===== config.mk =====
export PLATFORM = sky130hd
export DESIGN_NAME = vending_controller
export DESIGN_NICKNAME = d
export VERILOG_FILES = /design/src/rtl/vending_pkg.sv /design/src/rtl/vending_inventory.sv /design/src/rtl/vending_controller.sv
export SDC_FILE = /design/constraint.sdc
export NUM_CORES = 1
export LEC_CHECK = 0
export CAP_MARGIN = 20
export CORE_AREA = 4 4 65 67
export DETAILED_ROUTE_END_ITERATION = 8
export DIE_AREA = 0 0 69 71
export PLACE_DENSITY = 0.82
export RECOVER_POWER = 25
export SLEW_MARGIN = 20
export SYNTH_ARGS = -nofsm -noshare
export SYNTH_HDL_FRONTEND = slang
export SYNTH_HIERARCHICAL = 1
export SYNTH_SLANG_ARGS = --single-unit

===== constraint.sdc =====
create_clock -name clk_i -period 4 [get_ports clk_i]
set_clock_uncertainty 0.2 [all_clocks]
set_input_delay 0.8 -clock clk_i [delete_from_list [all_inputs] [get_ports clk_i]]
set_output_delay 0.8 -clock clk_i [all_outputs]
set_load 0.01 [all_outputs]

===== src/rtl/vending_pkg.sv =====
// -----------------------------------------------------------------------------
// vending_pkg
// Shared definitions for the multi-product vending controller:
//   - coin codes as sampled on the coin input
//   - controller state encoding
//   - per-product price table, in units of 5
// -----------------------------------------------------------------------------
package vending_pkg;

    // Coin input codes
    localparam logic [1:0] COIN_NONE = 2'b00;
    localparam logic [1:0] COIN_5    = 2'b01;
    localparam logic [1:0] COIN_10   = 2'b10;
    localparam logic [1:0] COIN_BAD  = 2'b11;

    typedef enum logic [1:0] {
        IDLE   = 2'd0,
        VEND   = 2'd1,
        CHANGE = 2'd2
    } state_e;

    // Width of a price value (largest price is 8 units)
    localparam int PRICE_W = 4;

    // Prices in 5-units: 20 / 25 / 30 / 40
    function automatic logic [PRICE_W-1:0] price_of(input logic [1:0] id);
        logic [PRICE_W-1:0] p;
        case (id)
            2'd0:    p = 4'd4;
            2'd1:    p = 4'd5;
            2'd2:    p = 4'd6;
            default: p = 4'd8;
        endcase
        return p;
    endfunction

endpackage


===== src/rtl/vending_inventory.sv =====
// -----------------------------------------------------------------------------
// vending_inventory
// One down-counter per product. Counters load INV_MAX on reset and on restock;
// a decrement request lowers the addressed counter by one, never below zero.
// Restock takes priority over a simultaneous decrement.
//
// Ports:
//   clk_i       : clock, rising edge
//   rst_i       : asynchronous active-high reset (counters -> INV_MAX)
//   restock_i   : reload every counter to INV_MAX
//   dec_en_i    : decrement the counter selected by dec_id_i
//   dec_id_i    : product index to decrement
//   sold_out_o  : bit i high when counter i is zero
// -----------------------------------------------------------------------------
module vending_inventory
    import vending_pkg::*;
#(
    parameter int NPROD   = 4,
    parameter int INV_W   = 4,
    parameter int INV_MAX = 10
) (
    input  logic             clk_i,
    input  logic             rst_i,
    input  logic             restock_i,
    input  logic             dec_en_i,
    input  logic [1:0]       dec_id_i,
    output logic [NPROD-1:0] sold_out_o
);

    localparam logic [INV_W-1:0] INV_LOAD = INV_W'(INV_MAX);
    localparam logic [INV_W-1:0] INV_ONE  = INV_W'(1);

    logic [INV_W-1:0] inv_q [NPROD];
    logic [INV_W-1:0] inv_d [NPROD];

    always_comb begin
        for (int i = 0; i < NPROD; i++) begin
            inv_d[i] = inv_q[i];
            if (restock_i) begin
                inv_d[i] = INV_LOAD;
            end else if (dec_en_i && (int'(dec_id_i) == i) && (inv_q[i] != '0)) begin
                inv_d[i] = inv_q[i] - INV_ONE;
            end
        end
    end

    always_ff @(posedge clk_i or posedge rst_i) begin
        if (rst_i) begin
            for (int i = 0; i < NPROD; i++) begin
                inv_q[i] <= INV_LOAD;
            end
        end else begin
            for (int i = 0; i < NPROD; i++) begin
                inv_q[i] <= inv_d[i];
            end
        end
    end

    always_comb begin
        for (int i = 0; i < NPROD; i++) begin
            sold_out_o[i] = (inv_q[i] == '0);
        end
    end

endmodule


===== src/rtl/vending_controller.sv =====
// -----------------------------------------------------------------------------
// vending_controller
// Multi-product vending controller. Accumulates credit in 5-unit steps, accepts
// a product selection when credit covers the price and stock remains, issues a
// one-cycle vend strobe, then returns leftover credit as a train of chg5 pulses.
//
// Ports:
//   clk_i          : clock, rising edge
//   rst_i          : asynchronous active-high reset
//   coin_i         : coin code (00 none, 01 = 5, 10 = 10, 11 invalid)
//   sel_valid_i    : selection request
//   sel_i          : product index for the selection
//   cancel_i       : refund request
//   restock_i      : reload all inventory counters
//   vend_o         : dispense strobe (one cycle)
//   vend_id_o      : product being dispensed, valid with vend_o
//   chg5_o         : return one 5-unit coin this cycle
//   coin_reject_o  : coin sampled at the previous edge was not credited
//   busy_o         : controller is not idle
//   credit_o       : current credit in 5-units
//   sold_out_o     : per-product sold-out flags
// -----------------------------------------------------------------------------
module vending_controller
    import vending_pkg::*;
#(
    parameter int NPROD    = 4,
    parameter int CREDIT_W = 4,
    parameter int INV_W    = 4,
    parameter int INV_MAX  = 10
) (
    input  logic                clk_i,
    input  logic                rst_i,
    input  logic [1:0]          coin_i,
    input  logic                sel_valid_i,
    input  logic [1:0]          sel_i,
    input  logic                cancel_i,
    input  logic                restock_i,
    output logic                vend_o,
    output logic [1:0]          vend_id_o,
    output logic                chg5_o,
    output logic                coin_reject_o,
    output logic                busy_o,
    output logic [CREDIT_W-1:0] credit_o,
    output logic [NPROD-1:0]    sold_out_o
);

    localparam int CREDIT_MAX = (1 << CREDIT_W) - 1;

    // Working width wide enough for credit, prices and credit + 2 without wrap
    localparam int CW = (CREDIT_W > PRICE_W) ? CREDIT_W : PRICE_W;
    localparam int EW = CW + 1;

    localparam logic [CREDIT_W-1:0] CREDIT_ONE = CREDIT_W'(1);

    state_e              state_q,       state_d;
    logic [CREDIT_W-1:0] credit_q,      credit_d;
    logic [1:0]          vend_id_q,     vend_id_d;
    logic                coin_reject_q, coin_reject_d;

    logic [NPROD-1:0]    sold_out;
    logic [3:0]          sold_out_pad;
    logic [EW-1:0]       credit_ext;
    logic [EW-1:0]       coin_units;
    logic [EW-1:0]       coin_sum;
    logic                coin_fits;
    logic                coin_present;
    logic                cancel_ok;
    logic                sel_ok;
    logic [CREDIT_W-1:0] credit_left;

    vending_inventory #(
        .NPROD   (NPROD),
        .INV_W   (INV_W),
        .INV_MAX (INV_MAX)
    ) u_inventory (
        .clk_i      (clk_i),
        .rst_i      (rst_i),
        .restock_i  (restock_i),
        .dec_en_i   (state_q == VEND),
        .dec_id_i   (vend_id_q),
        .sold_out_o (sold_out)
    );

    // Product slots beyond NPROD read as sold out, so they can never be selected
    always_comb begin
        sold_out_pad                = '1;
        sold_out_pad[NPROD-1:0]     = sold_out;
    end

    // Coin decode and saturation check
    always_comb begin
        case (coin_i)
            COIN_5:  coin_units = EW'(1);
            COIN_10: coin_units = EW'(2);
            default: coin_units = '0;
        endcase
    end

    assign credit_ext   = EW'(credit_q);
    assign coin_sum     = credit_ext + coin_units;
    assign coin_fits    = (coin_sum <= EW'(CREDIT_MAX));
    assign coin_present = (coin_i != COIN_NONE);

    assign cancel_ok = cancel_i && (credit_q != '0);
    assign sel_ok    = sel_valid_i
                    && (credit_ext >= EW'(price_of(sel_i)))
                    && !sold_out_pad[sel_i];

    // Credit after paying for the latched product; selection guaranteed credit >= price
    assign credit_left = CREDIT_W'(credit_ext - EW'(price_of(vend_id_q)));

    // Next-state and datapath update
    always_comb begin
        state_d       = state_q;
        credit_d      = credit_q;
        vend_id_d     = vend_id_q;
        coin_reject_d = 1'b0;

        case (state_q)
            IDLE: begin
                if (cancel_ok) begin
                    state_d       = CHANGE;
                    coin_reject_d = coin_present;
                end else if (sel_ok) begin
                    state_d       = VEND;
                    vend_id_d     = sel_i;
                    coin_reject_d = coin_present;
                end else begin
                    case (coin_i)
                        COIN_5, COIN_10: begin
                            if (coin_fits) begin
                                credit_d = CREDIT_W'(coin_sum);
                            end else begin
                                coin_reject_d = 1'b1;
                            end
                        end
                        COIN_BAD: coin_reject_d = 1'b1;
                        default:  coin_reject_d = 1'b0;
                    endcase
                end
            end

            VEND: begin
                credit_d      = credit_left;
                state_d       = (credit_left != '0) ? CHANGE : IDLE;
                coin_reject_d = coin_present;
            end

            CHANGE: begin
                // The guard against zero only matters if state were ever corrupted
                credit_d      = (credit_q != '0) ? (credit_q - CREDIT_ONE) : '0;
                coin_reject_d = coin_present;
                if (credit_q <= CREDIT_ONE) begin
                    state_d = IDLE;
                end
            end

            default: begin
                state_d = IDLE;
            end
        endcase
    end

    always_ff @(posedge clk_i or posedge rst_i) begin
        if (rst_i) begin
            state_q       <= IDLE;
            credit_q      <= '0;
            vend_id_q     <= 2'd0;
            coin_reject_q <= 1'b0;
        end else begin
            state_q       <= state_d;
            credit_q      <= credit_d;
            vend_id_q     <= vend_id_d;
            coin_reject_q <= coin_reject_d;
        end
    end

    // All outputs come from registers or registered state
    assign vend_o        = (state_q == VEND);
    assign chg5_o        = (state_q == CHANGE);
    assign busy_o        = (state_q != IDLE);
    assign vend_id_o     = vend_id_q;
    assign credit_o      = credit_q;
    assign coin_reject_o = coin_reject_q;
    assign sold_out_o    = sold_out;

endmodule

# Word level (Yosys, flattened, before mapping)
# Cells that the tools add are included.
[classes] muxes=29 magnitude_cmp=4 n_reduce_logical=38 bitwise=1 n_eq_ne=18 add_sub_neg=7
[op_table] cell="$mux W4" count=13
[op_table] cell="$pmux W4 S3" count=3
[op_table] cell="$reduce_bool A4 Y1" count=6
[op_table] cell="$sub A4 B1 Y4 const B" count=5
[op_table] cell="$logic_not A4 Y1" count=4
[op_table] cell="$eq A2 B2 Y1 const B" count=7
[op_table] cell="$reduce_bool A2 Y1" count=6
[op_table] cell="$logic_and A1 B1 Y1" count=11
[op_table] cell="$eq A2 B1 Y1 const B" count=5
[op_table] cell="$logic_not A2 Y1" count=4
[op_table] cell="$mux W2" count=4
[op_table] cell="$ne A2 B2 Y1 const B" count=3
[op_table] cell="$pmux W2 S3" count=1
[op_table] cell="$add A4 B5 Y5" count=1
[op_table] cell="$le A5 B4 Y1 const B" count=1
[op_table] cell="$reduce_and A5 Y1" count=1
[op_table] cell="$ge A4 B4 Y1" count=1
[op_table] cell="$le A4 B1 Y1 const B" count=1
[op_table] cell="$mux W1" count=4
[op_table] cell="$ne A2 B1 Y1 const B" count=2
[op_table] cell="$pmux W1 S2" count=2
[op_table] cell="$pmux W2 S2" count=1
[op_table] cell="$reduce_or A2 Y1" count=2
[op_table] cell="$sub A4 B4 Y4" count=1
[op_table] cell="8 further kinds" count=8
[totals] out_inout_bits=14 inputBits=9 regBits=25 word_cells=105

# Longest topological paths before layout
[logic_depth] ltp_word=9 depth_mapped=8 ltp_nobuf=8

# Cells and area by module
# Netlist, hierarchy kept.
[modules_own_cells] module="vending_controller" area_per_inst_um2=1039.7 seq_area_each_um2=225.2 n_inst=1 cells_per_inst=112
[modules_own_cells] module="vending_inventory" area_per_inst_um2=915.9 seq_area_each_um2=410.4 n_inst=1 cells_per_inst=96

# Least setup slack after synthesis
# Ideal clock, no wire load.
[synth_path] path_type="input port to flip-flop" start="input port sel_i[1]" end="register credit_q[1] (netlist: credit_o[1])" required_time_ns=3.675 n_path_buf=0 path_stages=7 t_arrival_ns=2.408 path_slack_ns=1.267 setup_ns=0.125 cell_sequence="and2b_2 -> ha_1 -> nand2b_1 -> a2111oi_0 -> a221o_2 -> a21o_4 -> mux2_4"
[synth_between] elab_chain_len=7 word_cells_on_any_way=12 classes_between="order compare (1); eq/ne (3); mux (3); reduce/logical (5)"
[synth_lines] item="from (decl)" line_no="vending_controller.sv:35" text="input logic [1:0] sel_i,"
[synth_lines] item="$eq A2 B2 Y1 (tied with other cells)" line_no="vending_pkg.sv:28" text="case (id)"
[synth_lines] item="$pmux W4 S3" line_no="vending_pkg.sv:28"
[synth_lines] item="$ge A4 B4 Y1" line_no="vending_controller.sv:106" text="&& (credit_ext >= EW'(price_of(sel_i)))"
[synth_lines] item="$logic_and A1 B1 Y1" line_no="vending_controller.sv:106"
[synth_lines] item="$logic_and A1 B1 Y1 *" line_no="vending_controller.sv:107" text="&& !sold_out_pad[sel_i];"
[synth_lines] item="$ne A2 B2 Y1 (no source line) *"
[synth_lines] item="$reduce_and A5 Y1 (no source line) *"
[synth_lines] item="to (signal assigned)" line_no="vending_controller.sv:172" text="credit_q <= credit_d;"
[synth_lines] item="to (decl)" line_no="vending_controller.sv:56" text="logic [CREDIT_W-1:0] credit_q, credit_d;"
# Every way passes the cells marked *; elsewhere a longest branch is shown, timed or not. The select of a mux whose other input is x is not followed.
# A chain may end at the register's enable or synchronous reset.

# Final worst setup path
# Ends and elaborated chain as after synthesis.

==> impl_metrics.yaml <==
status:
  status: "finished clean"
timing:
  tns_ns: 0
  max_freq_ghz: 0.310
  hold_ws_ns: 0.317
  tightest_slew_ns: 0.783
  setup_viol: 0
  finalWorstSetupSlack_ns: 0.770
  period_share: 0.807
  grt_setup_unrepaired: "no"
  period_needed_ns: 3.23
  final-max-slew-violation-count: 0
  hold_violations: 0
  max_slew_margin: 0.477
pwr:
  p_sw_frac: 0.439
  cellPowerDensity_nw_per_um2: 599
  p_switching_w: 0.000598
  ir_worst_vdd_mv: 0.381
  p_comb_frac: 0.586
  seqPwrFrac: 0.308
  p_total_w: 0.00136
  power_frac_clock: 0.107
  p_int_w: 0.000765
  leakagePower_nw: 0.954
logic_synthesis:
  synthFlopType: "dfrtp_1"
  synth_common_cells: "inv_1 (27), ha_1 (25), o21ai_0 (22), dfrtp_1 (17), a21oi_1 (14)"
  synth-edff-count: 0
  synth.ff_latch_count: 25
  yosysTopAreaCell: "dfrtp_1"
  synth_cell_type_count: 50
  synthTopCellsByArea: "dfrtp_1 (22%), ha_1 (16%), dfstp_2 (11%)"
  synth_top_area_frac: 0.218
  synth_warnings: 6
  async_flop_share: 1.00
  syn_nets: 244
  syn_area_um2: 1960
  yosysSeqAreaShare: 0.325
  avgSynthCellArea_um2: 9.40
  syn_inst: 208
  synth_most_common_cell: "inv_1"
worst_setup_path:
  crit_type: "input pin to register"
  required_ns: 3.96
  regToRegStartpoint: "u_inventory/inv_q[5]"
  arrival_ns: 3.19
  startpoint_type: "input pin"
  crit_fanout: 8
  crit_start: "sel_i[1]"
  setup.worst_path.end_class: "register"
place:
  io_buffers: 22
  place_area_um2: 2230
  gp_congestion: 0.907
  hpwl_um: 3250
  place_ws_ns: 0.469
global_routing:
  grt.overflow.total: 0
  grt_max_degree: 17
  met3_usage: 0.0440
  busiest_layer: "met2"
  antenna_found_initial: 0
  use_met1: 0.243
  grt_pass1_wl_um: 7270
  grt_pass1_vias: 1581
  grt_use_total: 0.179
  gr-usage-met2: 0.287
floorplanning:
  die_h_um: 71
  dieArea_um2: 4900
  boundaryPins: 23
  die_w_um: 69
  num_rows: 22
  core_um2: 3630
  start_util: 0.538
clock_network:
  clkSinkCount: 25
  numCtsBuffers: 3
  cts_buffer_depth: 2
  clk_pin_slew_ns: 0.09
  post_cts_buffers: 0
  clockRootBuffer: "clkbuf_8"
  cts_hold_buf: 0
  cts_tree: "built"
  clock_latency_ns: 0.27
  post_cts_resized: 0
  htree_levels: 1
layout:
  finalNetCount: 268
  finalInstanceArea_um2: 2280
  antenna_cells: 0
  final_layout_size_suffix_gt1_frac: 0.0996
  area_growth_syn_to_layout_pct: 16.4
detailed_routing:
  wirelength_um: 4260
  drc: 0
  drtIter0Drc: 83
  wl_per_cell_um: 15.3
  ant_nets: 0
  dr_total_vias: 1661
  drt-pass1-iter-count: 4
  vias_per_cell: 5.95
job:
  drv_cap: 0
worst_hold_path:
  min_path_type: "register to register"
  min_from: "u_inventory/inv_q[3]"
-- critical path, stage by stage --
cell,delay [ns]
clkdlybuf4s50_1,0.59
and2b_2,0.25
ha_1,0.26
nand2b_1,0.14
a2111oi_0,0.39
a221o_2,0.29
a21o_4,0.17
mux2_4,0.29
-- sequential cells by signal, indices dropped and copies added, names as in the netlist --
register and cells:
u_inventory/inv_q 16, state_q 2, vend_id_o 2, credit_o 4, coin_reject_o 1
-- placed cells by master (no fill, tap or decap), types with 2 or more instances in the layout --
cell / synthesis / layout
inv_1: 27 / 27
ha_1: 25 / 25
o21ai_0: 22 / 22
clkdlybuf4s50_1: 0 / 21
dfrtp_1: 17 / 17
a21oi_1: 14 / 14
nand3_1: 8 / 8
or4_1: 8 / 8
or3_1: 8 / 8
dfstp_2: 8 / 8
nor2_1: 5 / 5
nand2_1: 4 / 4
nand3b_1: 4 / 4
nor3b_1: 4 / 4
o311ai_0: 4 / 4
mux2i_1: 3 / 3
a211oi_1: 3 / 3
clkbuf_8: 0 / 3
nand2b_1: 2 / 2
a2111oi_0: 2 / 2
xor2_1: 2 / 2
a32o_1: 2 / 2
o31ai_1: 2 / 2
a2bb2oi_1: 2 / 2
mux2_2: 2 / 2
a31oi_1: 2 / 2
fa_1: 2 / 2
buf_4: 0 / 2
-- power groups by stage --
stage / sequential, W / combinational (W) / clock (W)
6_report: 0.000419 / 0.000798 / 0.000145
5_1_grt: 0.000431 / 0.000887 / 0.000163
4_1_cts: 0.000418 / 0.000795 / 0.000151
3_5_place_dp: 0.000423 / 0.000790 / 0
3_3_place_gp: 0.000421 / 0.000777 / 0
2_1_floorplan: 0.000394 / 0.000561 / 0
-- per-layer routing --
layer / wire length, µm / vias up
met5: 0 / -
met2: 1980 / 42
met1: 2020 / 799
met4: 13 / 0
met3: 244 / 2
li1: - / 818
-- final cells by class --
class	count	area, µm²
multi-input combinational	151	1200
timing repair buffer	24	235
clock inverter	1	5.00
inverter	27	101
tap	48	60.1
sequential	25	636
fill	339	1360
clock buffer	3	41.3
-- cell families (layout without fill, tap and decap cells) --
family	Yosys count	in the layout	synth area share
compound gates	64	64	0.221
simple gates	51	51	0.163
buf+inv	32	55	0.0627
fa+ha+maj	27	27	0.180
flops	25	25	0.325
mux	6	6	0.0345
xor+xnor	3	3	0.0134
-- worst paths after layout --
| kind | to | slack, ns | cells past startpoint |
|---|---|---|---|
| min in group asynchronous | credit_o[2] | 0.77 | 2 |
| worst min register to register | u_inventory/inv_q[3] | 0.32 | 2 |
| max in group asynchronous | u_inventory/inv_q[4] | 2.32 | 2 |
| worst max-delay path | credit_o[1] | 0.77 | 8 |
| worst min-delay path | u_inventory/inv_q[3] | 0.32 | 2 |
| worst max register to register | vend_id_o[1] | 1.34 | 9 |
-- metrics by stage --
step                       util  cells
after CTS                 0.626    279
after floorplan               -    208
final                     0.626    279
after global placement    0.614    275
after global routing      0.626    279
after detailed placement  0.614    275
No activity file was read; power rests on OpenSTA's default activity.
